===== config.mk =====
export PLATFORM = sky130hd
export DESIGN_NAME = imem_program_loader
export DESIGN_NICKNAME = d
export VERILOG_FILES = /design/src/rtl/imem_program_loader.sv
export SDC_FILE = /design/constraint.sdc
export NUM_CORES = 1
export LEC_CHECK = 0
export BUFFER_PORTS_ARGS = -buffer_cell sky130_fd_sc_hd__buf_2
export CAP_MARGIN = 20
export CORE_AREA = 2 2 96 98
export CTS_CLUSTER_SIZE = 8
export DETAILED_ROUTE_END_ITERATION = 10
export DIE_AREA = 0 0 98 100
export PLACE_DENSITY = 0.58
export SYNTH_ARGS = -nofsm -noshare
export SYNTH_HDL_FRONTEND = slang
export SYNTH_SLANG_ARGS = --single-unit

===== constraint.sdc =====
create_clock -name Clk -period 3.97 [get_ports Clk]
set_input_delay 0.794 -clock Clk [delete_from_list [all_inputs] [get_ports Clk]]
set_output_delay 0.794 -clock Clk [all_outputs]
set_load 0.05 [all_outputs]

===== src/rtl/imem_program_loader.sv =====
// Instruction-memory program loader: receives a framed image over a byte stream,
// writes it into IMEM, holds the MCU in reset while loading, then releases it.
// Optional inter-byte timeout is enabled with `define IMEM_LOADER_TIMEOUT_EN.
module imem_program_loader #(
  parameter int          ADDR_WIDTH     = 8,
  parameter logic [7:0]  SYNC_BYTE      = 8'hA5,
  parameter int          TIMEOUT_CYCLES = 1024
) (
  input  logic                  Clk,
  input  logic                  Reset,
  input  logic [7:0]            i_rxData,
  input  logic                  i_rxValid,
  output logic                  o_rxReady,
  output logic                  o_imemWe,
  output logic [ADDR_WIDTH-1:0] o_imemAddr,
  output logic [7:0]            o_imemData,
  output logic                  o_mcuReset,
  output logic [ADDR_WIDTH-1:0] o_resetPC,
  output logic                  o_busy,
  output logic                  o_done,
  output logic                  o_error
);

  typedef enum logic [2:0] {
    IDLE, ADDR, LEN, DATA, CSUM, RELEASE
  } state_t;

  state_t                state_q;
  logic [ADDR_WIDTH-1:0] baseAddr_q;
  logic [ADDR_WIDTH-1:0] wrAddr_q;
  logic [8:0]            remain_q;
  logic [7:0]            sum_q;
  logic                  rxReady_q;
  logic                  imemWe_q;
  logic [ADDR_WIDTH-1:0] imemAddr_q;
  logic [7:0]            imemData_q;
  logic                  mcuReset_q;
  logic [ADDR_WIDTH-1:0] resetPC_q;
  logic                  done_q;
  logic                  error_q;

  logic       accept_d;
  logic [7:0] sum_d;

  assign accept_d = i_rxValid && rxReady_q;
  assign sum_d    = sum_q + i_rxData;

`ifdef IMEM_LOADER_TIMEOUT_EN
  localparam int TW = $clog2(TIMEOUT_CYCLES + 1);
  logic [TW-1:0] tcnt_q;
  logic          midFrame_d;

  assign midFrame_d = (state_q == ADDR) || (state_q == LEN) ||
                      (state_q == DATA) || (state_q == CSUM);
`else
  logic unusedTimeout;
  assign unusedTimeout = (TIMEOUT_CYCLES != 0);
`endif

  always_ff @(posedge Clk or negedge Reset) begin
    if (!Reset) begin
      state_q    <= IDLE;
      baseAddr_q <= '0;
      wrAddr_q   <= '0;
      remain_q   <= '0;
      sum_q      <= '0;
      rxReady_q  <= 1'b0;
      imemWe_q   <= 1'b0;
      imemAddr_q <= '0;
      imemData_q <= '0;
      mcuReset_q <= 1'b1;
      resetPC_q  <= '0;
      done_q     <= 1'b0;
      error_q    <= 1'b0;
`ifdef IMEM_LOADER_TIMEOUT_EN
      tcnt_q     <= '0;
`endif
    end else begin
      imemWe_q  <= 1'b0;
      done_q    <= 1'b0;
      rxReady_q <= 1'b1;
`ifdef IMEM_LOADER_TIMEOUT_EN
      if (midFrame_d && !accept_d) tcnt_q <= tcnt_q + 1'b1;
      else                         tcnt_q <= '0;
`endif
      case (state_q)
        IDLE: begin
          if (accept_d && i_rxData == SYNC_BYTE) begin
            state_q    <= ADDR;
            mcuReset_q <= 1'b1;
            error_q    <= 1'b0;
          end
        end
        ADDR: begin
          if (accept_d) begin
            baseAddr_q <= ADDR_WIDTH'(i_rxData);
            wrAddr_q   <= ADDR_WIDTH'(i_rxData);
            sum_q      <= i_rxData;
            state_q    <= LEN;
          end
        end
        LEN: begin
          if (accept_d) begin
            sum_q    <= sum_d;
            remain_q <= (i_rxData == 8'd0) ? 9'd256 : {1'b0, i_rxData};
            state_q  <= DATA;
          end
        end
        DATA: begin
          if (accept_d) begin
            imemWe_q   <= 1'b1;
            imemAddr_q <= wrAddr_q;
            imemData_q <= i_rxData;
            wrAddr_q   <= wrAddr_q + 1'b1;
            sum_q      <= sum_d;
            remain_q   <= remain_q - 9'd1;
            if (remain_q == 9'd1) state_q <= CSUM;
          end
        end
        CSUM: begin
          if (accept_d) begin
            // resetPC is updated before the MCU is released so it is stable at release
            if (sum_d == 8'd0) begin
              resetPC_q <= baseAddr_q;
              rxReady_q <= 1'b0;
              state_q   <= RELEASE;
            end else begin
              error_q <= 1'b1;
              state_q <= IDLE;
            end
          end
        end
        RELEASE: begin
          done_q     <= 1'b1;
          mcuReset_q <= 1'b0;
          state_q    <= IDLE;
        end
        default: state_q <= IDLE;
      endcase
`ifdef IMEM_LOADER_TIMEOUT_EN
      if (midFrame_d && !accept_d && tcnt_q == TW'(TIMEOUT_CYCLES - 1)) begin
        state_q    <= IDLE;
        error_q    <= 1'b1;
        mcuReset_q <= 1'b1;
        tcnt_q     <= '0;
      end
`endif
    end
  end

  assign o_rxReady  = rxReady_q;
  assign o_imemWe   = imemWe_q;
  assign o_imemAddr = imemAddr_q;
  assign o_imemData = imemData_q;
  assign o_mcuReset = mcuReset_q;
  assign o_resetPC  = resetPC_q;
  assign o_busy     = (state_q != IDLE);
  assign o_done     = done_q;
  assign o_error    = error_q;

endmodule


==> flow_summary.rst, run 1 <==
.. list-table::
   :header-rows: 1

   * - Metric
     - Value
   * - WP buf/inv
     - 1
   * - Largest net degree at the start of global routing
     - 45
   * - Area of the core
     - 8890 µm²
   * - Library cell contributing the largest single delay on the critical path
     - fa_1
   * - Cell types with the highest counts after synthesis
     - 64 x dfrtp_1, 35 x nor2_1, 33 x mux2_2, 33 x nand2_1, 26 x o21ai_0
   * - Worst-case headroom to the max-slew limit
     - 0.4030
   * - Worst setup path start
     - i_rxData[0]
   * - Critical path cell sequence
     - buf_2 > ha_1 > fa_1 > a211oi_1 > nor2_1 > xor2_1 > nor3_1 > nand3_4 > mux2_2
   * - Post-synth net total
     - 351
   * - Synthesis-to-finish area growth
     - 17.57%
   * - Average wire per cell in the routed design
     - 15.66 µm
   * - Max-slew violations
     - 0
   * - Critical path capture point
     - o_resetPC[5]$_DFFE_PN0P_
   * - Clock root cell
     - clkbuf_8
   * - Floorplan die area
     - 9800 µm²
   * - Finished Core Util
     - 0.4398
   * - Post-CTS setup buffer count
     - 0
   * - Initial antenna violation count
     - 0
   * - Most common cell in the netlist
     - dfrtp_1
   * - Detailed placer's ending HPWL
     - 5232 µm
   * - Final clock period utilization by the worst path
     - 0.7314
   * - Total track usage
     - 0.1624
   * - Synthesized netlist cell count
     - 329
   * - Largest fanout of any net on the critical path
     - 9
   * - Remaining global-route overflow
     - 0
   * - Type of origin of the critical path
     - input port
   * - End of the worst register-to-register path
     - o_resetPC[5]$_DFFE_PN0P_
   * - DR iter-0 viols
     - 127
   * - Total leakage power
     - 1.752 nW
   * - Vias per cell
     - 5.333
   * - Netlist Area Pre-Place
     - 3326 µm²
   * - Synthesis-stage register bit count
     - 65
   * - Dominant cell type by area after synthesis
     - dfrtp_1
   * - Startpoint of the most critical register-to-register path
     - sum_q[0]$_DFFE_PN0P_
   * - Unrepaired setup endpoints after global routing
     - no
   * - Sinks on Clock Net
     - 65
   * - Largest stage delay on the critical path
     - 410 ps
   * - Arr. time, crit path
     - 3140 ps
   * - Die width
     - 98 µm
   * - Worst Setup Path Type
     - in -> reg
   * - Flip-flop cell with the highest count after synthesis
     - dfrtp_1
   * - Status
     - finished clean
   * - Filler cells
     - 867
   * - CTS HTree Levels
     - 3
   * - Quantity of gates resized following cts
     - 0
   * - # diodes
     - 0
   * - Wire length of the first global-routing pass
     - 12590 µm
   * - Detailed Route WL
     - 7610 µm
   * - Worst reg2reg setup slack
     - 1320 ps
   * - Number of cells on the critical path
     - 9
   * - Power per cell area
     - 899.5 nW/µm²
   * - Top-area cell type share of the netlist area
     - 0.4816
   * - Max Root-Sink Buffers
     - 2
   * - Clock tree from TritonCTS
     - done
   * - Area of the multi-input gates
     - 1607 µm²
   * - Async SR Flop Fraction
     - 1.000
   * - Worst-Margin Slew
     - 893.4 ps
   * - Seq/Total Area, Yosys
     - 0.4895
   * - Number of buffers added to fix hold violations after cts
     - 0
   * - Clock latency at the later pin of the worst-skew pair
     - 350 ps
   * - Required time at the worst-slack endpoint
     - 4210 ps
   * - Post-synth EDFFs
     - 0
   * - Worst supply voltage drop on vdd
     - 0.0003377 V
   * - Clock transition at the register clock pins on the worst setup and hold paths after CTS
     - 80 ps
   * - Category of the worst setup path capture point
     - register
   * - Detailed-route DRC error count
     - 0
   * - Footprint of the flip-flops and latches
     - 1628 µm²
   * - Tightest hold margin
     - 431.9 ps
   * - Count of port buffers added during placement
     - 40
   * - Worst path top cell family by delay
     - simple AND/OR/NAND/NOR gates
   * - Number of setup violations in the final report
     - 0
   * - Cells taking the most area after synthesis
     - dfrtp_1 48%, mux2_2 11%, nor2_1 4.0%, o21ai_0 3.9%, ha_1 3.8%
   * - Weighted congestion reported at the end of routability-driven placement
     - 0.8468
   * - Die extent in y
     - 100 µm
   * - Shortest clock period the worst path allows after layout
     - 2904 ps
   * - Ratio of cells with drive above 1 in the final layout
     - 0.2587
   * - Boundary pin count
     - 41
   * - Vias post-DR
     - 2592
   * - Via count of the first global-routing pass
     - 2506
   * - Post-synthesis average cell area
     - 10.11 µm²
   * - Initial Utilization
     - 0.3741
   * - Std cell rows
     - 35
   * - Synth warn
     - 0
   * - Max Clock Skew
     - 6.601 ps
   * - Logic depth of the worst register-to-register path
     - 8
   * - Maximum frequency from static timing analysis
     - 344.4 MHz
   * - Number of clock buffers inserted by TritonCTS
     - 9
   * - Router iterations before antenna repair
     - 4
   * - Final antenna-violating net count
     - 0
   * - Total of max-cap violations
     - 0
   * - Cell variety after synth
     - 49
   * - Net count reported at finish
     - 392
   * - Final hold viol count
     - 0
   * - Sum Neg Setup Slack
     - 0 ps
   * - Type of the tightest min-delay check
     - in -> async
## worst min-delay path by stage
stage / from / end / cells past startpoint
2_1_floorplan: sum_q[5]$_DFFE_PN0P_ / sum_q[5]$_DFFE_PN0P_ / 1
3_3_place_gp: o_imemAddr[0]$_DFFE_PN0P_ / o_imemAddr[0]$_DFFE_PN0P_ / 2
3_5_place_dp: o_imemAddr[0]$_DFFE_PN0P_ / o_imemAddr[0]$_DFFE_PN0P_ / 2
4_1_cts: o_imemAddr[0]$_DFFE_PN0P_ / o_imemAddr[0]$_DFFE_PN0P_ / 2
5_1_grt: Reset / o_imemWe$_DFF_PN0_ / 1
6_report: Reset / o_imemWe$_DFF_PN0_ / 1
## area by class of cell
type                       instances  share of cell area
timing repair buffer              45             0.06592
multi-input combinational        241              0.4109
tap                              111             0.03552
clock buffer                       9             0.03168
sequential                        65              0.4163
clock inverter                     7             0.03200
inverter                           8            0.007680
## stage by stage
step | setup WS, ps | std cells | instance area [µm²] | power, mW
finish | 1066 | 486 | 3910 | 3.517
global route | 890.6 | 486 | 3910 | 3.783
CTS | 1069 | 485 | 3882 | 3.537
detailed placement | 678.9 | 469 | 3633 | 2.821
global placement | 769.8 | 469 | 3633 | 2.789
floorplan | 1123 | 329 | 3326 | 2.456
## cell usage in the layout (no fill, tap or decap), types with 4 or more instances in the layout
| cell type | instances |
|---|---|
| a31oi_1 | 8 |
| mux2_2 | 33 |
| a21oi_1 | 17 |
| nor2_1 | 35 |
| nor3_1 | 6 |
| buf_2 | 40 |
| nor3b_1 | 4 |
| nand2_1 | 33 |
| dfrtp_1 | 64 |
| buf_4 | 4 |
| o21ai_0 | 26 |
| nand3_1 | 9 |
| a22oi_1 | 4 |
| inv_1 | 8 |
| clkbuf_8 | 9 |
| ha_1 | 10 |
## metal layers
layer	vias up	wire, µm	global-route usage
li1	1264	-	-
met1	1282	3681	0.2186
met2	38	3552	0.2624
met3	8	290	0.03969
met4	0	86	0.04808
met5	-	0	0
## power by group
group | switching (mW) | total (mW) | internal [mW]
Combinational | 1.06 | 1.66 | 0.595
Sequential | 0.208 | 1.15 | 0.942
Clock | 0.284 | 0.708 | 0.424
Total | 1.56 | 3.52 | 1.96
## cell families after synthesis
group / Yosys count / share of synthesized area
buffers and inverters: 23 / 0.02746
and+or+nand+nor: 113 / 0.1640
adders and majority gates: 11 / 0.04364
AOI/OAI and AO/OA: 77 / 0.1445
muxes: 35 / 0.1178
xor gates and xnor gates: 5 / 0.01317
DFF: 65 / 0.4895
## registers in the layout, summed over array words and instances (netlist names)
| signal | flops |
|---|---|
| o_rxReady | 1 |
| remain_q | 9 |
| o_resetPC | 8 |
| o_error | 1 |
| state_q | 3 |
| o_done | 1 |
| baseAddr_q | 8 |
| sum_q | 8 |
| o_imemWe | 1 |
| o_imemAddr | 8 |
| o_imemData | 8 |
| wrAddr_q | 8 |
| o_mcuReset | 1 |
Power figures use the tool's default switching activity.
==> run 2: changes to the inputs <==
--- a/config.mk
+++ b/config.mk
@@ -11,7 +11,7 @@
 export CTS_CLUSTER_SIZE = 8
 export DETAILED_ROUTE_END_ITERATION = 10
 export DIE_AREA = 0 0 98 100
-export PLACE_DENSITY = 0.58
+export PLACE_DENSITY = 0.6
 export SYNTH_ARGS = -nofsm -noshare
 export SYNTH_HDL_FRONTEND = slang
 export SYNTH_SLANG_ARGS = --single-unit
==> constraint.sdc (replaced) <==
create_clock -name Clk -period 2.6 [get_ports Clk]
set_input_delay 0.52 -clock Clk [delete_from_list [all_inputs] [get_ports Clk]]
set_output_delay 0.52 -clock Clk [all_outputs]
set_load 0.05 [all_outputs]
==> run 2 against run 1 <==
  * Sequential share of layout area shrank 1.1 points
  * Final cell count grew 4.1%
  * Critical endpoint is now o_error$_DFFE_PN0P_
  * Global-route usage grew 0.76 points
  * Non-clock buffer count grew 21
  * Largest power group unchanged
  * Hold slack lost 210 ps
  * Critical path type is now reg -> reg
  * Cell area grew 2.7%
  * Largest cell class unchanged
  * Critical path depth grew 1
==> flow_summary.rst, run 2 (synthesis results as in run 1) <==
.. list-table::
   :header-rows: 1

   * - Metric
     - Value
   * - Logic depth of the worst register-to-register path
     - 10 (was 8)
   * - Largest net degree at the start of global routing
     - 38 (was 45)
   * - Commonest non-fill, non-tap cell in the layout
     - dfrtp_1 (unchanged)
   * - Total track usage
     - 0.1700 (was 0.1624)
   * - Flip-flop count of the largest register, all copies and words added
     - 9 (unchanged)
   * - Vias per cell
     - 5.334 (was 5.333)
   * - Final clock period utilization by the worst path
     - 0.9463
   * - Area of the multi-input gates
     - 1617 µm² (was 1607 µm²)
   * - Max Clock Skew
     - 7.159 ps (was 6.601 ps)
   * - Detailed Route WL
     - 7889 µm (was 7610 µm)
   * - Number of clock buffers inserted by TritonCTS
     - 9 (unchanged)
   * - Boundary pin count
     - 41 (unchanged)
   * - Vias post-DR
     - 2699 (was 2592)
   * - Placed standard-cell area
     - 3811 µm² (was 3633 µm²)
   * - Proportion of power drawn by flip-flops and latches
     - 0.331 (was 0.327)
   * - Ratio of cells with drive above 1 in the final layout
     - 0.3013 (was 0.2587)
   * - Library cell contributing the largest single delay on the critical path
     - dfrtp_1 (was fa_1)
   * - Wire length of the first global-routing pass
     - 13170 µm (was 12590 µm)
   * - Die extent in y
     - 100 µm (unchanged)
   * - Clock transition at the register clock pins on the worst setup and hold paths after CTS
     - 70 ps (was 80 ps)
   * - Layer carrying the most global-route usage
     - met2 (unchanged)
   * - Weighted congestion reported at the end of routability-driven placement
     - 0.8792 (was 0.8468)
   * - Initial antenna violation count
     - 0 (unchanged)
   * - Global routing usage on met2
     - 0.2698 (was 0.2624)
   * - Net count reported at finish
     - 413 (was 392)
   * - Worst-case headroom to the max-slew limit
     - 0.5317 (was 0.4030)
   * - Placed Cells
     - 491 (was 469)
   * - Maximum frequency from static timing analysis
     - 406.4 MHz
   * - Shortest clock period the worst path allows after layout
     - 2460 ps
   * - Total of max-cap violations
     - 0 (unchanged)
   * - DR iter-0 viols
     - 147 (was 127)
   * - Required time at the worst-slack endpoint
     - 2820 ps (was 4210 ps)
   * - Via count of the first global-routing pass
     - 2623 (was 2506)
   * - Power per cell area
     - 1333 nW/µm² (was 899.5 nW/µm²)
   * - Footprint of the flip-flops and latches
     - 1628 µm² (unchanged)
   * - Overall Power
     - 5.353 mW (was 3.517 mW)
   * - Worst setup path start
     - sum_q[0]$_DFFE_PN0P_ (was i_rxData[0])
   * - Worst reg2reg setup slack
     - 140 ps (was 1320 ps)
   * - Cell repeated most along the worst path
     - buf_4
   * - Type of the tightest min-delay check
     - in -> async (unchanged)
   * - Filler cells
     - 846 (was 867)
   * - Initial Utilization
     - 0.3741 (unchanged)
   * - Grt met3 use
     - 0.04318 (was 0.03969)
   * - Register ranked first by flip-flop count
     - remain_q (unchanged)
   * - Worst Setup Path Type
     - reg -> reg (was in -> reg)
   * - Remaining global-route overflow
     - 0 (unchanged)
   * - Share of total power in combinational logic
     - 0.508 (was 0.472)
   * - Clock latency at the later pin of the worst-skew pair
     - 340 ps (was 350 ps)
   * - Worst supply voltage drop on vdd
     - 0.0005564 V (was 0.0003377 V)
   * - Final hold viol count
     - 0 (unchanged)
   * - Detailed placer's ending HPWL
     - 5644 µm (was 5232 µm)
   * - Std cell rows
     - 35 (unchanged)
   * - Die width
     - 98 µm (unchanged)
   * - Number of setup violations in the final report
     - 0 (unchanged)
   * - Part of the total power dissipated in the clock network
     - 0.161 (was 0.201)
   * - Count of port buffers added during placement
     - 40 (unchanged)
   * - Largest stage delay on the critical path
     - 400 ps (was 410 ps)
   * - Max-slew violations
     - 0 (unchanged)
   * - Clock tree from TritonCTS
     - done (unchanged)
   * - WP buf/inv
     - 2 (was 1)
   * - Synthesis-to-finish area growth
     - 20.77% (was 17.57%)
   * - Type of origin of the critical path
     - register (was input port)
   * - Average wire per cell in the routed design
     - 15.59 µm (was 15.66 µm)
   * - Max Root-Sink Buffers
     - 2 (unchanged)
   * - Most frequent cells in the layout
     - 64 x dfrtp_1, 40 x buf_2, 35 x nor2_1, 33 x nand2_1, 33 x mux2_2 (unchanged)
   * - Unrepaired setup endpoints after global routing
     - no (unchanged)
   * - Critical path capture point
     - o_error$_DFFE_PN0P_ (was o_resetPC[5]$_DFFE_PN0P_)
   * - Startpoint of the most critical register-to-register path
     - sum_q[0]$_DFFE_PN0P_ (unchanged)
   * - # diodes
     - 0 (unchanged)
   * - Critical path cell sequence
     - ha_2 > fa_2 > a211oi_2 > buf_4 > nor2_1 > xor2_1 > nor3_1 > buf_4 > nand4_1 > a221o_1 (was buf_2 > ha_1 > fa_1 > a211oi_1 > nor2_1 > xor2_1 > nor3_1 > nand3_4 > mux2_2)
   * - Arr. time, crit path
     - 2680 ps (was 3140 ps)
   * - Status
     - finished clean (unchanged)
   * - Category of the worst setup path capture point
     - register (unchanged)
   * - Largest fanout of any net on the critical path
     - 3 (was 9)
   * - End of the worst register-to-register path
     - o_error$_DFFE_PN0P_ (was o_resetPC[5]$_DFFE_PN0P_)
   * - Number of cells on the critical path
     - 10 (was 9)
   * - Clock root cell
     - clkbuf_8 (unchanged)
   * - Count of non-filler cells in the finished layout
     - 506 (was 486)
   * - Router iterations before antenna repair
     - 4 (unchanged)
   * - Summed area of non-filler cells in the final layout
     - 4016 µm² (was 3910 µm²)
   * - Net switching power
     - 2.371 mW (was 1.557 mW)
   * - Met1 usage
     - 0.2277 (was 0.2186)
   * - Final antenna-violating net count
     - 0 (unchanged)
   * - Worst path top cell family by delay
     - adder cells (was simple AND/OR/NAND/NOR gates)
   * - Detailed-route DRC error count
     - 0 (unchanged)
   * - Area of the core
     - 8890 µm² (unchanged)
   * - CTS HTree Levels
     - 3 (unchanged)
   * - Net Sw Frac
     - 0.4429 (was 0.4426)
   * - Internal power
     - 2.982 mW (was 1.960 mW)
   * - Worst-Margin Slew
     - 702.5 ps (was 893.4 ps)
   * - Floorplan die area
     - 9800 µm² (unchanged)
   * - Total leakage power
     - 1.828 nW (was 1.752 nW)
   * - Sinks on Clock Net
     - 65 (unchanged)
[run 2: stage by stage]
stage	utilization	setup TNS (ps)	setup WS [ps]	hold WS, ps
2_1_floorplan	-	0	26.84	224.4
3_3_place_gp	0.4287	-822.9	-95.13	463.0
3_5_place_dp	0.4287	-1034	-122.2	476.5
4_1_cts	0.4507	0	119.6	243.4
5_1_grt	0.4518	0	11.24	266.6
6_report	0.4518	0	139.6	220.1
[run 2: how the worst min path moves through the flow]
stage                                end  slack (ps)  cells past startpoint                      start
6_report              o_imemWe$_DFF_PN0_         220                      1                      Reset
5_1_grt               o_imemWe$_DFF_PN0_         270                      1                      Reset
4_1_cts               o_imemWe$_DFF_PN0_         240                      1                      Reset
3_5_place_dp   o_imemAddr[0]$_DFFE_PN0P_         480                      2  o_imemAddr[0]$_DFFE_PN0P_
3_3_place_gp   o_imemAddr[0]$_DFFE_PN0P_         460                      2  o_imemAddr[0]$_DFFE_PN0P_
2_1_floorplan  baseAddr_q[0]$_DFFE_PN0P_         220                      0                      Reset
[run 2: power by group through the flow]
stage | combinational (mW) | clock, mW | sequential [mW]
global route | 2.98 | 0.934 | 1.84
CTS | 2.71 | 0.884 | 1.77
finish | 2.72 | 0.864 | 1.77
floorplan | 1.56 | 0 | 2.19
global placement | 2.67 | 0 | 1.77
detailed placement | 2.71 | 0 | 1.79
[run 2: timing repair]
action	4_1_cts	5_1_grt
hold buffers	0	0
hold endpoints to repair	0	0
setup buffers	0	0
endpoints found under the setup margin	0	9
gates resized for setup	0	3
[run 2: routing by layer]
layer | wire (µm) | part of all wire
met3 | 344 | 0.044
met2 | 3707 | 0.47
met5 | 0 | 0
met1 | 3693 | 0.47
met4 | 144 | 0.018
[run 2: area by class of cell]
| cell class | count | share of cell area |
|---|---|---|
| inverter | 8 | 0.007477 |
| clock inverter | 3 | 0.009969 |
| tap | 111 | 0.03458 |
| clock buffer | 12 | 0.03863 |
| multi-input combinational | 241 | 0.4025 |
| timing repair buffer | 66 | 0.1016 |
| sequential | 65 | 0.4053 |
